--- config.mk ---
export PLATFORM = sky130hd
export DESIGN_NAME = stopwatch_ctrl_flat
export DESIGN_NICKNAME = d
export VERILOG_FILES = /design/src/rtl/stopwatch_ctrl_if.sv /design/src/rtl/stopwatch_ctrl.sv /design/src/flat_wrapper.sv
export SDC_FILE = /design/constraint.sdc
export NUM_CORES = 1
export LEC_CHECK = 0
export CAP_MARGIN = 20
export CORE_MARGIN = 2
export CORE_UTILIZATION = 54
export CTS_CLUSTER_SIZE = 28
export DETAILED_ROUTE_END_ITERATION = 8
export PLACE_DENSITY = 0.8
export SLEW_MARGIN = 15
export SYNTH_ARGS = -nofsm -noshare
export SYNTH_HDL_FRONTEND = slang
export SYNTH_SLANG_ARGS = --single-unit
export TNS_END_PERCENT = 100
--- constraint.sdc ---
create_clock -name clk -period 2.6 [get_ports clk]
set_input_delay 0.65 -clock clk [delete_from_list [all_inputs] [get_ports clk]]
set_output_delay 0.65 -clock clk [all_outputs]
set_load 0.01 [all_outputs]
--- src/rtl/stopwatch_ctrl_if.sv ---
// ---------------------------------------------------------------------------
// stopwatch_ctrl_if
// Bundles the stopwatch controller's button inputs, prescaler pulses and the
// control outputs that go to the counter chain and the display multiplexer.
//   btn_ss, btn_lap : raw push-buttons (asynchronous, active-high)
//   tick, scan_tick : one-cycle pulses from the prescalers
//   cnt_en, cnt_clr : counter-chain enable / synchronous clear
//   disp_hold       : 1 = display registers freeze
//   state           : IDLE=00, RUN=01, STOP=10, LAP=11
//   scan_sel        : digit-scan select 0..3
// Modports: master = the controller, slave = the board/counter side.
// ---------------------------------------------------------------------------
interface stopwatch_ctrl_if;
  logic       btn_ss;
  logic       btn_lap;
  logic       tick;
  logic       scan_tick;
  logic       cnt_en;
  logic       cnt_clr;
  logic       disp_hold;
  logic [1:0] state;
  logic [1:0] scan_sel;

  modport master (
    input  btn_ss, btn_lap, tick, scan_tick,
    output cnt_en, cnt_clr, disp_hold, state, scan_sel
  );

  modport slave (
    output btn_ss, btn_lap, tick, scan_tick,
    input  cnt_en, cnt_clr, disp_hold, state, scan_sel
  );
endinterface

--- src/rtl/stopwatch_ctrl.sv ---
// ---------------------------------------------------------------------------
// stopwatch_ctrl
// Control unit of the 4-digit MM:SS stopwatch. Synchronises and debounces the
// start/stop and lap/clear buttons, runs the IDLE/RUN/STOP/LAP state machine
// and drives the counter-chain enable/clear, the display freeze and the
// digit-scan select.
//   clk : system clock, all logic on posedge
//   rst : synchronous reset, active-low
//   sw  : stopwatch_ctrl_if.master (buttons, tick pulses, control outputs)
// ---------------------------------------------------------------------------
module stopwatch_ctrl #(
  parameter int DB_CYCLES = 16,
  parameter int DB_W      = $clog2(DB_CYCLES + 1)
) (
  input  logic             clk,
  input  logic             rst,
  stopwatch_ctrl_if.master sw
);

  typedef enum logic [1:0] {
    IDLE = 2'b00,
    RUN  = 2'b01,
    STOP = 2'b10,
    LAP  = 2'b11
  } state_e;

  // Bit 0 = start/stop button, bit 1 = lap/clear button.
  logic [1:0]            btn_s;
  logic [1:0]            sync1_q;
  logic [1:0]            sync2_q;
  logic [1:0]            db_q;
  logic [1:0]            db_d;
  logic [1:0]            db_prev_q;
  logic [1:0][DB_W-1:0]  cnt_q;
  logic [1:0][DB_W-1:0]  cnt_d;
  logic [1:0]            press_s;

  state_e                state_q;
  state_e                state_d;
  logic                  cnt_clr_q;
  logic                  disp_hold_q;
  logic [1:0]            scan_sel_q;

  assign btn_s = {sw.btn_lap, sw.btn_ss};

  // Two-flop synchronisers for both raw buttons.
  always_ff @(posedge clk) begin
    if (!rst) begin
      sync1_q <= 2'b00;
      sync2_q <= 2'b00;
    end else begin
      sync1_q <= btn_s;
      sync2_q <= sync1_q;
    end
  end

  // Debounce next-state: the level only follows the synchronised input after
  // DB_CYCLES consecutive cycles of disagreement; any agreement restarts it.
  always_comb begin
    db_d  = db_q;
    cnt_d = cnt_q;
    for (int b = 0; b < 2; b++) begin
      if (sync2_q[b] == db_q[b]) begin
        cnt_d[b] = {DB_W{1'b0}};
      end else if (cnt_q[b] == DB_W'(DB_CYCLES - 1)) begin
        db_d[b]  = sync2_q[b];
        cnt_d[b] = {DB_W{1'b0}};
      end else begin
        cnt_d[b] = cnt_q[b] + DB_W'(1);
      end
    end
  end

  // Debounce registers, plus the delayed copy used for rising-edge detection.
  always_ff @(posedge clk) begin
    if (!rst) begin
      db_q      <= 2'b00;
      db_prev_q <= 2'b00;
      cnt_q     <= {2{{DB_W{1'b0}}}};
    end else begin
      db_q      <= db_d;
      db_prev_q <= db_q;
      cnt_q     <= cnt_d;
    end
  end

  // One-cycle press events on 0->1 of the debounced level; release ignored.
  assign press_s = db_q & ~db_prev_q;

  // Next-state decode; start/stop has priority when both events coincide.
  always_comb begin
    state_d = state_q;
    if (press_s[0]) begin
      case (state_q)
        IDLE:    state_d = RUN;
        RUN:     state_d = STOP;
        LAP:     state_d = STOP;
        STOP:    state_d = RUN;
        default: state_d = IDLE;
      endcase
    end else if (press_s[1]) begin
      case (state_q)
        IDLE:    state_d = IDLE;
        RUN:     state_d = LAP;
        LAP:     state_d = RUN;
        STOP:    state_d = IDLE;
        default: state_d = IDLE;
      endcase
    end else begin
      state_d = state_q;
    end
  end

  // State register with its registered outputs. The clear pulse is the one
  // cycle after STOP->IDLE; the rst path leaves it low since the counters
  // reset themselves.
  always_ff @(posedge clk) begin
    if (!rst) begin
      state_q     <= IDLE;
      cnt_clr_q   <= 1'b0;
      disp_hold_q <= 1'b0;
    end else begin
      state_q     <= state_d;
      cnt_clr_q   <= (state_q == STOP) && (state_d == IDLE);
      disp_hold_q <= (state_d == LAP);
    end
  end

  // Digit-scan select free-runs modulo 4 in every state.
  always_ff @(posedge clk) begin
    if (!rst) begin
      scan_sel_q <= 2'b00;
    end else if (sw.scan_tick) begin
      scan_sel_q <= scan_sel_q + 2'b01;
    end else begin
      scan_sel_q <= scan_sel_q;
    end
  end

  // cnt_en is deliberately combinational so a tick reaches the counters in
  // the same cycle; counting continues while the display is frozen in LAP.
  assign sw.cnt_en    = sw.tick & ((state_q == RUN) | (state_q == LAP));
  assign sw.cnt_clr   = cnt_clr_q;
  assign sw.disp_hold = disp_hold_q;
  assign sw.state     = state_q;
  assign sw.scan_sel  = scan_sel_q;

endmodule
--- src/flat_wrapper.sv ---
// flat-port wrapper written by rule: the top's interface ports become plain ports
module stopwatch_ctrl_flat 
#(
  parameter int DB_CYCLES = 16,
  parameter int DB_W      = $clog2(DB_CYCLES + 1)
)
  (clk, rst, sw_btn_ss, sw_btn_lap, sw_tick, sw_scan_tick, sw_cnt_en, sw_cnt_clr, sw_disp_hold, sw_state, sw_scan_sel);
  stopwatch_ctrl_if sw_i ();
  input  logic clk;
  input  logic rst;
  input wire logic [$bits(sw_i.btn_ss)-1:0] sw_btn_ss;
  input wire logic [$bits(sw_i.btn_lap)-1:0] sw_btn_lap;
  input wire logic [$bits(sw_i.tick)-1:0] sw_tick;
  input wire logic [$bits(sw_i.scan_tick)-1:0] sw_scan_tick;
  output wire logic [$bits(sw_i.cnt_en)-1:0] sw_cnt_en;
  output wire logic [$bits(sw_i.cnt_clr)-1:0] sw_cnt_clr;
  output wire logic [$bits(sw_i.disp_hold)-1:0] sw_disp_hold;
  output wire logic [$bits(sw_i.state)-1:0] sw_state;
  output wire logic [$bits(sw_i.scan_sel)-1:0] sw_scan_sel;
  assign sw_i.btn_ss = sw_btn_ss;
  assign sw_i.btn_lap = sw_btn_lap;
  assign sw_i.tick = sw_tick;
  assign sw_i.scan_tick = sw_scan_tick;
  assign sw_cnt_en = sw_i.cnt_en;
  assign sw_cnt_clr = sw_i.cnt_clr;
  assign sw_disp_hold = sw_i.disp_hold;
  assign sw_state = sw_i.state;
  assign sw_scan_sel = sw_i.scan_sel;
  stopwatch_ctrl #(.DB_CYCLES(DB_CYCLES), .DB_W(DB_W)) u_core (.clk(clk), .rst(rst), .sw(sw_i));
endmodule
==> reports/results.ini, run 1 <==
[cells_and_area]
areaGrowthSynthToFinish_pct = 21.66
final_area_um2 = 1061
diodes = 0
final_cells = 115
nets = 110
fin_util_pct = 70.43
drive_gt1_share_pct = 5.051

[global_route]
grt_max_degree = 17
grt_use_met1_pct = 17.99
antenna_found_initial = 0
gr-usage-met2_pct = 23.24
grt_use_met3_pct = 5.306
grt_pass1_vias = 546
grt_pass1_wl_um = 2132
grt.overflow.total = 0
track_usage_pct = 15.33
grt-busiest-layer = met2

[route]
vias_per_cell = 4.948
drc_errors = 0
routed_wl_um = 1191
drtIter0Drc = 4
vias = 569
ant_nets = 0
wl_per_cell_um = 10.36
dr.pass1.iters = 3

[setup_path]
critical-path-top-delay-family = buffers and inverters
path_max_fanout = 1
cp_num_buf_inv = 2
slowest_delay_ns = 0.53
rr_startpoint = u_core.cnt_q[0]
crit_type = in2out
timing.rr.end = u_core.cnt_q[2]
rrSetupSlack_ns = 1.22
crit_required_ns = 1.95
slowest_stage = clkdlybuf4s50_1
cp-end-kind = output pin
worstPathArrival_ns = 1.74
crit_top_cell = clkdlybuf4s50_1
setup.worst_path.start_class = primary input
crit_path_cell_trace = clkdlybuf4s50_1, and2_1, clkdlybuf4s50_1
reg2regPathDepth = 5

[logic_synthesis]
ys_top_cells_by_count = 24 x dfxtp_1, 10 x nor2_1, 9 x and2_1, 5 x xor2_1
synthDistinctLibCells = 21
synth_top_area_share_pct = 55.09
async_flop_share_pct = 0
yosysTopAreaCell = dfxtp_1
ys.flop_type = dfxtp_1
yosysSeqAreaShare_pct = 55.09
synthesis.instances = 84
yosysMostFrequentCell = dfxtp_1
yosysWarningCount = 0
synth_area_um2 = 872.1
avgSynthCellArea_um2 = 10.38
ys_top_cells_by_area = dfxtp_1 55%, and2_1 6.5%, ha_1 5.7%
ys_ff_latch = 24
syn_nets = 94
synth_edf_count = 0

[clocking]
cts_buffers = 3
cts_tree = yes
cts_setup_buffers = 0
h-tree-depth = 1
clkLatencyLatePin_ns = 0.31
path_clk_slew_ns = 0.11
holdBufCountCts = 0
cts_buffer_depth = 2
clock-sinks = 24
ctsResizeCount = 0
cts_root_buffer = clkbuf_4

[die]
die_area_um2 = 1952
rows = 14
chipHeight_um = 44.19
core-area_um2 = 1506
start_util_pct = 57.89
die_width_um = 44.19
io_pins = 13

[place]
place_area_um2 = 1008
io_buffers = 12
place_hpwl_um = 894.3
gp_congestion = 0.7553
post-place-ws_ns = 0.2117
place_inst = 111

[timing]
max_slew.worst_pin.slew_ns = 0.4336
rsz0062_at_grt = false
holdWs_ns = 0.4540
min_period_over_period_pct = 91.82
finalSetupViolCount = 0
layout_setup_ws_ns = 0.2126
finalCriticalPeriod_ns = 2.387
relSlewSlack_pct = 71.00
finClkSkew_ns = 0.01490
hold_viol = 0
fmaxAchievable_ghz = 0.4189
drv_slew = 0
setup_tns_ns = 0

[power]
vdd_drop_max_v = 0.0004155
total_leakage_power_nw = 0.4169
power_density_nw_per_um2 = 630.9
p_total_mw = 0.6694

[hold_path]
hold_end = u_core.cnt_q[0]
hold_class = reg2reg
whs_path_depth = 1
hold_start = u_core.cnt_q[0]

[outcome]
status = finished, final reports clean

[run]
drv_cap = 0

-- worst reg2reg max path: stages, from the launching register on --
cell,delay [ns]
dfxtp_1,0.34
ha_1,0.22
and3_1,0.19
ha_1,0.19
nand3b_1,0.24
nor2_1,0.15
-- routing by layer --
layer | wire length (µm) | up-vias | part of all wire (%)
li1 | - | 303 | -
met1 | 575 | 258 | 48
met2 | 560 | 6 | 47
met3 | 41 | 2 | 3.4
met4 | 13 | 0 | 1.1
met5 | 0 | - | 0
-- where the power goes --
group	internal [mW]	switching (mW)	leakage (nW)
registers	0.375	0.00397	0.195
clock network	0.156	0.106	0.0279
logic	0.0183	0.0109	0.194
total	0.549	0.121	0.417
-- kinds of logic after synthesis --
kind of cell / share of synthesized area [%]
AOI/OAI and AO/OA: 2.296
xor gates and xnor gates: 9.038
adders and majority gates: 5.739
buffers and inverters: 2.151
DFF: 55.09
muxes: 2.296
and+or+nand+nor: 23.39
-- registers in the layout (all words and copies together) (netlist names) --
signal / count
u_core.sw.disp_hold: 1
u_core.sw.cnt_clr: 1
u_core.sw.state: 2
u_core.db_q: 2
u_core.db_prev_q: 2
u_core.sync2_q: 2
u_core.sync1_q: 2
u_core.sw.scan_sel: 2
u_core.cnt_q: 10
-- layout by cell type (no fill, tap or decap), types with 2 or more instances in the layout --
cell type,instances
ha_1,4
xor2_1,5
nand2b_1,2
mux2i_1,2
nor2_1,10
inv_1,4
nand3b_1,2
nand2_1,3
xnor2_1,4
and2_1,9
and3_1,3
dfxtp_1,24
nor2b_1,2
clkbuf_4,3
nand3_1,3
clkdlybuf4s50_1,12
-- worst max-delay path by stage --
| stage | slack, ns | from | depth (start not counted) | endpoint |
|---|---|---|---|---|
| 2_1_floorplan | 1.14 | sw_tick | 1 | sw_cnt_en |
| 3_3_place_gp | 0.22 | sw_tick | 3 | sw_cnt_en |
| 3_5_place_dp | 0.21 | sw_tick | 3 | sw_cnt_en |
| 4_1_cts | 0.21 | sw_tick | 3 | sw_cnt_en |
| 5_1_grt | 0.14 | sw_tick | 3 | sw_cnt_en |
| 6_report | 0.21 | sw_tick | 3 | sw_cnt_en |
-- area by class of cell --
cell class / count / area [µm²]
timing repair buffer: 12 / 120.1
sequential: 24 / 480.5
inverter: 4 / 15.01
clock buffer: 3 / 22.52
fill: 117 / 445.4
tap: 16 / 20.02
multi-input combinational: 55 / 372.9
clock inverter: 1 / 30.03
Power figures use the tool's default switching activity.
==> run 2: changes to the inputs <==
==> constraint.sdc (replaced) <==
create_clock -name clk -period 2.6 [get_ports clk]
set_input_delay 0.52 -clock clk [delete_from_list [all_inputs] [get_ports clk]]
set_output_delay 0.52 -clock clk [all_outputs]
set_load 0.01 [all_outputs]
==> results of run 2 <==
Same layout as run 1 (identical final DEF). Status: finished, final reports clean.
Among the figures that moved: setup slack after placement 0.2117 ns -> 0.4717 ns; setup slack after layout 0.2126 ns -> 0.4726 ns
==> run 3: changes to the inputs <==
--- a/config.mk
+++ b/config.mk
@@ -7,10 +7,10 @@
 export LEC_CHECK = 0
 export CAP_MARGIN = 20
 export CORE_MARGIN = 2
-export CORE_UTILIZATION = 54
+export CORE_UTILIZATION = 50
 export CTS_CLUSTER_SIZE = 28
 export DETAILED_ROUTE_END_ITERATION = 8
-export PLACE_DENSITY = 0.8
+export PLACE_DENSITY = 0.75
 export SLEW_MARGIN = 15
 export SYNTH_ARGS = -nofsm -noshare
 export SYNTH_HDL_FRONTEND = slang
==> constraint.sdc (replaced) <==
create_clock -name clk -period 2.2 [get_ports clk]
set_input_delay 0.44 -clock clk [delete_from_list [all_inputs] [get_ports clk]]
set_output_delay 0.44 -clock clk [all_outputs]
set_load 0.01 [all_outputs]
==> run 3 against run 2 <==
Against the previous run: critical path depth unchanged; via count fell by 2.8%; sequential power up 18%; critical path type unchanged; critical endpoint unchanged; largest power group unchanged.
==> reports/results.ini, run 3 (same netlist as run 1, synthesis figures left out) <==
[global_route]
grt.overflow.total = 0
antenna_found_initial = 0
grt_pass1_wl_um = 2118
grt_pass1_vias = 512
grt_max_degree = 17
track_usage_pct = 14.20

[route]
routed_wl_um = 1153
drc_errors = 0
dr.pass1.iters = 2
drtIter0Drc = 2
vias = 553
wl_per_cell_um = 9.940
vias_per_cell = 4.767
ant_nets = 0

[outcome]
status = finished, final reports clean

[place]
place_hpwl_um = 877.9
place_inst = 112
gp_congestion = 0.6406
io_buffers = 12

[timing]
relSlewSlack_pct = 70.63
max_slew.worst_pin.slew_ns = 0.4392
drv_slew = 0
rsz0062_at_grt = false
hold_viol = 0
finClkSkew_ns = 0.001248
finalSetupViolCount = 0
fmaxAchievable_ghz = 0.5093
min_period_over_period_pct = 89.24
setup_tns_ns = 0
finalCriticalPeriod_ns = 1.963

[die]
start_util_pct = 51.63
die_width_um = 45.77
die_area_um2 = 2094
io_pins = 13
rows = 15
core-area_um2 = 1689
chipHeight_um = 45.77

[power]
power_density_nw_per_um2 = 676.4
p_int_mw = 0.5653
p_sw_share_pct = 20.10
total_leakage_power_nw = 0.4099
vdd_drop_max_v = 0.0004329
switchingPower_mw = 0.1422
clkPwrFrac_pct = 31.8
power_frac_seq_pct = 63.3
combPwrFrac_pct = 4.9

[hold_path]
hold_class = reg2reg

[setup_path]
setup.worst_path.start_class = primary input
cp_num_buf_inv = 2
crit_top_cell = clkdlybuf4s50_1
slowest_delay_ns = 0.53
worstPathArrival_ns = 1.52
critical-path-top-delay-family = buffers and inverters
path_max_fanout = 1
crit_type = in2out
crit_required_ns = 1.76
slowest_stage = clkdlybuf4s50_1
cp-end-kind = output pin
crit_path_cell_trace = clkdlybuf4s50_1, and2_1, clkdlybuf4s50_1

[clocking]
clock-sinks = 24
cts_buffer_depth = 2
ctsResizeCount = 0
cts_tree = yes
holdBufCountCts = 0
path_clk_slew_ns = 0.12
h-tree-depth = 1
cts_setup_buffers = 0
cts_root_buffer = clkbuf_4
cts_buffers = 3
clkLatencyLatePin_ns = 0.31

[cells_and_area]
fin_util_pct = 61.93
drive_gt1_share_pct = 5.051
diodes = 0
largest_reg_flops = 10
final_cell_mix = 24 x dfxtp_1, 12 x clkdlybuf4s50_1, 10 x nor2_1
nets = 110
areaGrowthSynthToFinish_pct = 19.94
mostFrequentLayoutCell = dfxtp_1
top_register = u_core.cnt_q
final_cells = 116

[run]
drv_cap = 0

==> run 3: changes by cell type in the layout (fill, tap and decap cells not counted) <==
cell / before / now
clkbuf_8: 0 / 1
bufinv_16: 1 / 0
==> run 3: layout make-up <==
cell class | instances | area (µm²)
clock buffer | 4 | 36.28
sequential | 24 | 480.5
timing repair buffer | 12 | 120.1
fill | 150 | 643.1
multi-input combinational | 55 | 372.9
tap | 17 | 21.27
inverter | 4 | 15.01
==> run 3: worst register-to-register path, stage by stage, from the launching register on <==
cell and delay (ns):
dfxtp_1 0.35, ha_1 0.21, and3_1 0.15, ha_1 0.22, nand3b_1 0.26, nor2_1 0.16
==> run 3: power groups by stage <==
stage          sequential [mW]  combinational [mW]  clock, mW
5_1_grt                  0.449              0.0386      0.249
4_1_cts                  0.448              0.0350      0.236
3_5_place_dp             0.457              0.0346          0
3_3_place_gp             0.457              0.0340          0
6_report                 0.448              0.0346      0.225
2_1_floorplan            0.458              0.0139          0
==> run 3: worst paths after layout <==
path,startpoint,to,slack [ns],depth (start not counted)
hold reg to reg,u_core.sync1_q[1],u_core.sync2_q[1],0.45,1
hold / removal,u_core.sync1_q[1],u_core.sync2_q[1],0.45,1
setup reg to reg,u_core.cnt_q[5],u_core.cnt_q[7],0.80,5
setup / recovery,sw_tick,sw_cnt_en,0.24,3
==> run 3: routing by layer <==
layer | share of wire [%] | global-route usage (%) | up-vias
met5 | 0 | 0 | -
met2 | 46 | 20.28 | 10
li1 | - | - | 298
met3 | 4.0 | 4.762 | 2
met4 | 1.7 | 6.857 | 0
met1 | 48 | 19.12 | 243
==> run 3: per-stage QoR <==
stage          power (mW)  hold WS, ns  setup slack, ns  instance area [µm²]
2_1_floorplan      0.4722       0.4119           0.9388                872.1
3_3_place_gp       0.4908       0.4155           0.2360                 1010
3_5_place_dp       0.4920       0.4214           0.2271                 1010
4_1_cts            0.7188       0.4519           0.2315                 1046
5_1_grt            0.7372       0.4580           0.2129                 1046
6_report           0.7075       0.4468           0.2366                 1046
==> RTL edit, RTL diff (flow settings as in run 3) <==
`DB_CYCLES` is set to 16 in 2 places; all go to 32.
--- a/src/rtl/stopwatch_ctrl.sv
+++ b/src/rtl/stopwatch_ctrl.sv
@@ -10,5 +10,5 @@
 // ---------------------------------------------------------------------------
 module stopwatch_ctrl #(
-  parameter int DB_CYCLES = 16,
+  parameter int DB_CYCLES = 32,
   parameter int DB_W      = $clog2(DB_CYCLES + 1)
 ) (
--- a/src/flat_wrapper.sv
+++ b/src/flat_wrapper.sv
@@ -2,5 +2,5 @@
 module stopwatch_ctrl_flat 
 #(
-  parameter int DB_CYCLES = 16,
+  parameter int DB_CYCLES = 32,
   parameter int DB_W      = $clog2(DB_CYCLES + 1)
 )
Check against the original RTL: same outputs for any inputs over 10 cycles, from zero or initial values and one cycle with rst low; that may be too few to reach the edited logic, so the function may still have changed.
==> RTL edit against run 3 <==
Sequential cell count is 2 higher; synthesized cell count grew 21%; critical path type unchanged; total power about the same; area after synthesis up 11%; design area up 8.5%; routed wire length is 24% higher; largest power group unchanged; count of clock-buffer cells in the layout fell by 1; worst setup slack lost 7.1 ps.
==> RTL edit: results (changes against run 3) <==
stage;metric;value;unit;change
timing;Setup TNS;0;ps;unchanged
global_route;vias in the first global route;601;;+17%
synthesis;synth top area cells;dfxtp_1, xor2_1, nor2_1, and2_1, nand3_1;;
timing;Worst Skew;3.08;ps;+1.83 ps
global_route;global-route wire length before repair;2.37;mm;+12%
synthesis;register area share after synthesis;0.540;;-0.0114
routing;starting DRC count in detailed routing;6;;+4
synthesis;Distinct cells, synth;21;;unchanged
timing;Fin Hold WS;449;ps;+2.34 ps
power_and_ir_drop;Peak VDD IR;0.574;mV;+32%
routing;final WL;1.43;mm;+24%
power_and_ir_drop;Leak Pwr;0.000405;µW;-1.3%
synthesis;FFs w/ async S/R, synth;0;;unchanged
cts;postcts setup bufs;0;;unchanged
global_route;largest net degree at the start of global routing;14;;-3
worst_setup_path;reg2reg start;u_core.cnt_q[6]$_SDFF_PP0_;;
worst_setup_path;Crit Reg-Reg Endpoint;u_core.db_q[1]$_SDFFE_PN0P_;;
placed_design;GP Congestion;0.753;;+18%
finish;max FFs per register;12;;+2
global_route;Total GRT Usage;0.149;;+0.00708
placed_design;HPWL Detailed;1.05;mm;+19%
finish;Layout Cells excl Fill;141;;+22%
placed_design;Cell Area, Placed;1110;µm²;+10%
worst_setup_path;Worst Reg2Reg Path Length in Cells;4;;-1
worst_setup_path;r2r setup slk;850;ps;+50 ps
synthesis;syn nets;110;;+17%
finish;fin nets;126;;+15%
finish;share of layout cells above drive strength 1;0.0259;;-0.0246
routing;via count;685;;+24%
synthesis;Synth Instances;102;;+21%
outcome;status;finished, final reports clean;;
timing;Slew headroom;0.755;;+0.0484
routing;drt first pass iters;3;;+1
synthesis;Post-synth top cells;dfxtp_1, nor2_1, xor2_1;;
## RTL edit: cell count changes after synthesis, moves of 3 or more
cell / change
o21ai_0: +5
a21oi_1: +4
nand3_1: +4
nor2_1: +5
xor2_1: +3
and3_1: -3
## RTL edit: cells by family after synthesis
family	count (synthesis)	share of synthesized area
AO/OA/AOI/OAI	12	0.0674
XOR/XNOR	12	0.109
adder cells (fa/ha/maj)	2	0.0259
AND/OR/NAND/NOR	45	0.239
flip-flops	26	0.540
buffers and inverters	5	0.0194
## RTL edit: through the flow
| stage | total power [µW] | setup slack (ps) |
|---|---|---|
| after floorplan | 510 | 977 |
| after global placement | 529 | 237 |
| after detailed placement | 529 | 228 |
| after CTS | 719 | 222 |
| after global routing | 739 | 175 |
| final | 708 | 230 |
## RTL edit: area by class of cell
cell class / instances / area (µm²)
fillers: 171 / 629
flip-flops and latches: 26 / 520
multi-input cells: 71 / 425
repair buffers: 12 / 120
well taps: 25 / 31.3
clock buffers: 3 / 22.5
inverters: 4 / 15.0
## RTL edit: where the power goes
part	leakage [µW]	switching (µW)	internal [µW]
combinational	0.000180	14.6	20.6
clock	0.0000138	125	64.0
sequential	0.000211	4.96	479
## RTL edit: metal layers
layer | wire length (µm) | GRT usage
met1 | 688 | 0.177
met2 | 655 | 0.248
met3 | 69 | 0.0679
met4 | 14 | 0.0324
met5 | 0 | 0
## RTL edit: worst max-delay path, stage by stage
cell and delay (ps):
clkdlybuf4s50_1 450, and2_1 110, clkdlybuf4s50_1 520
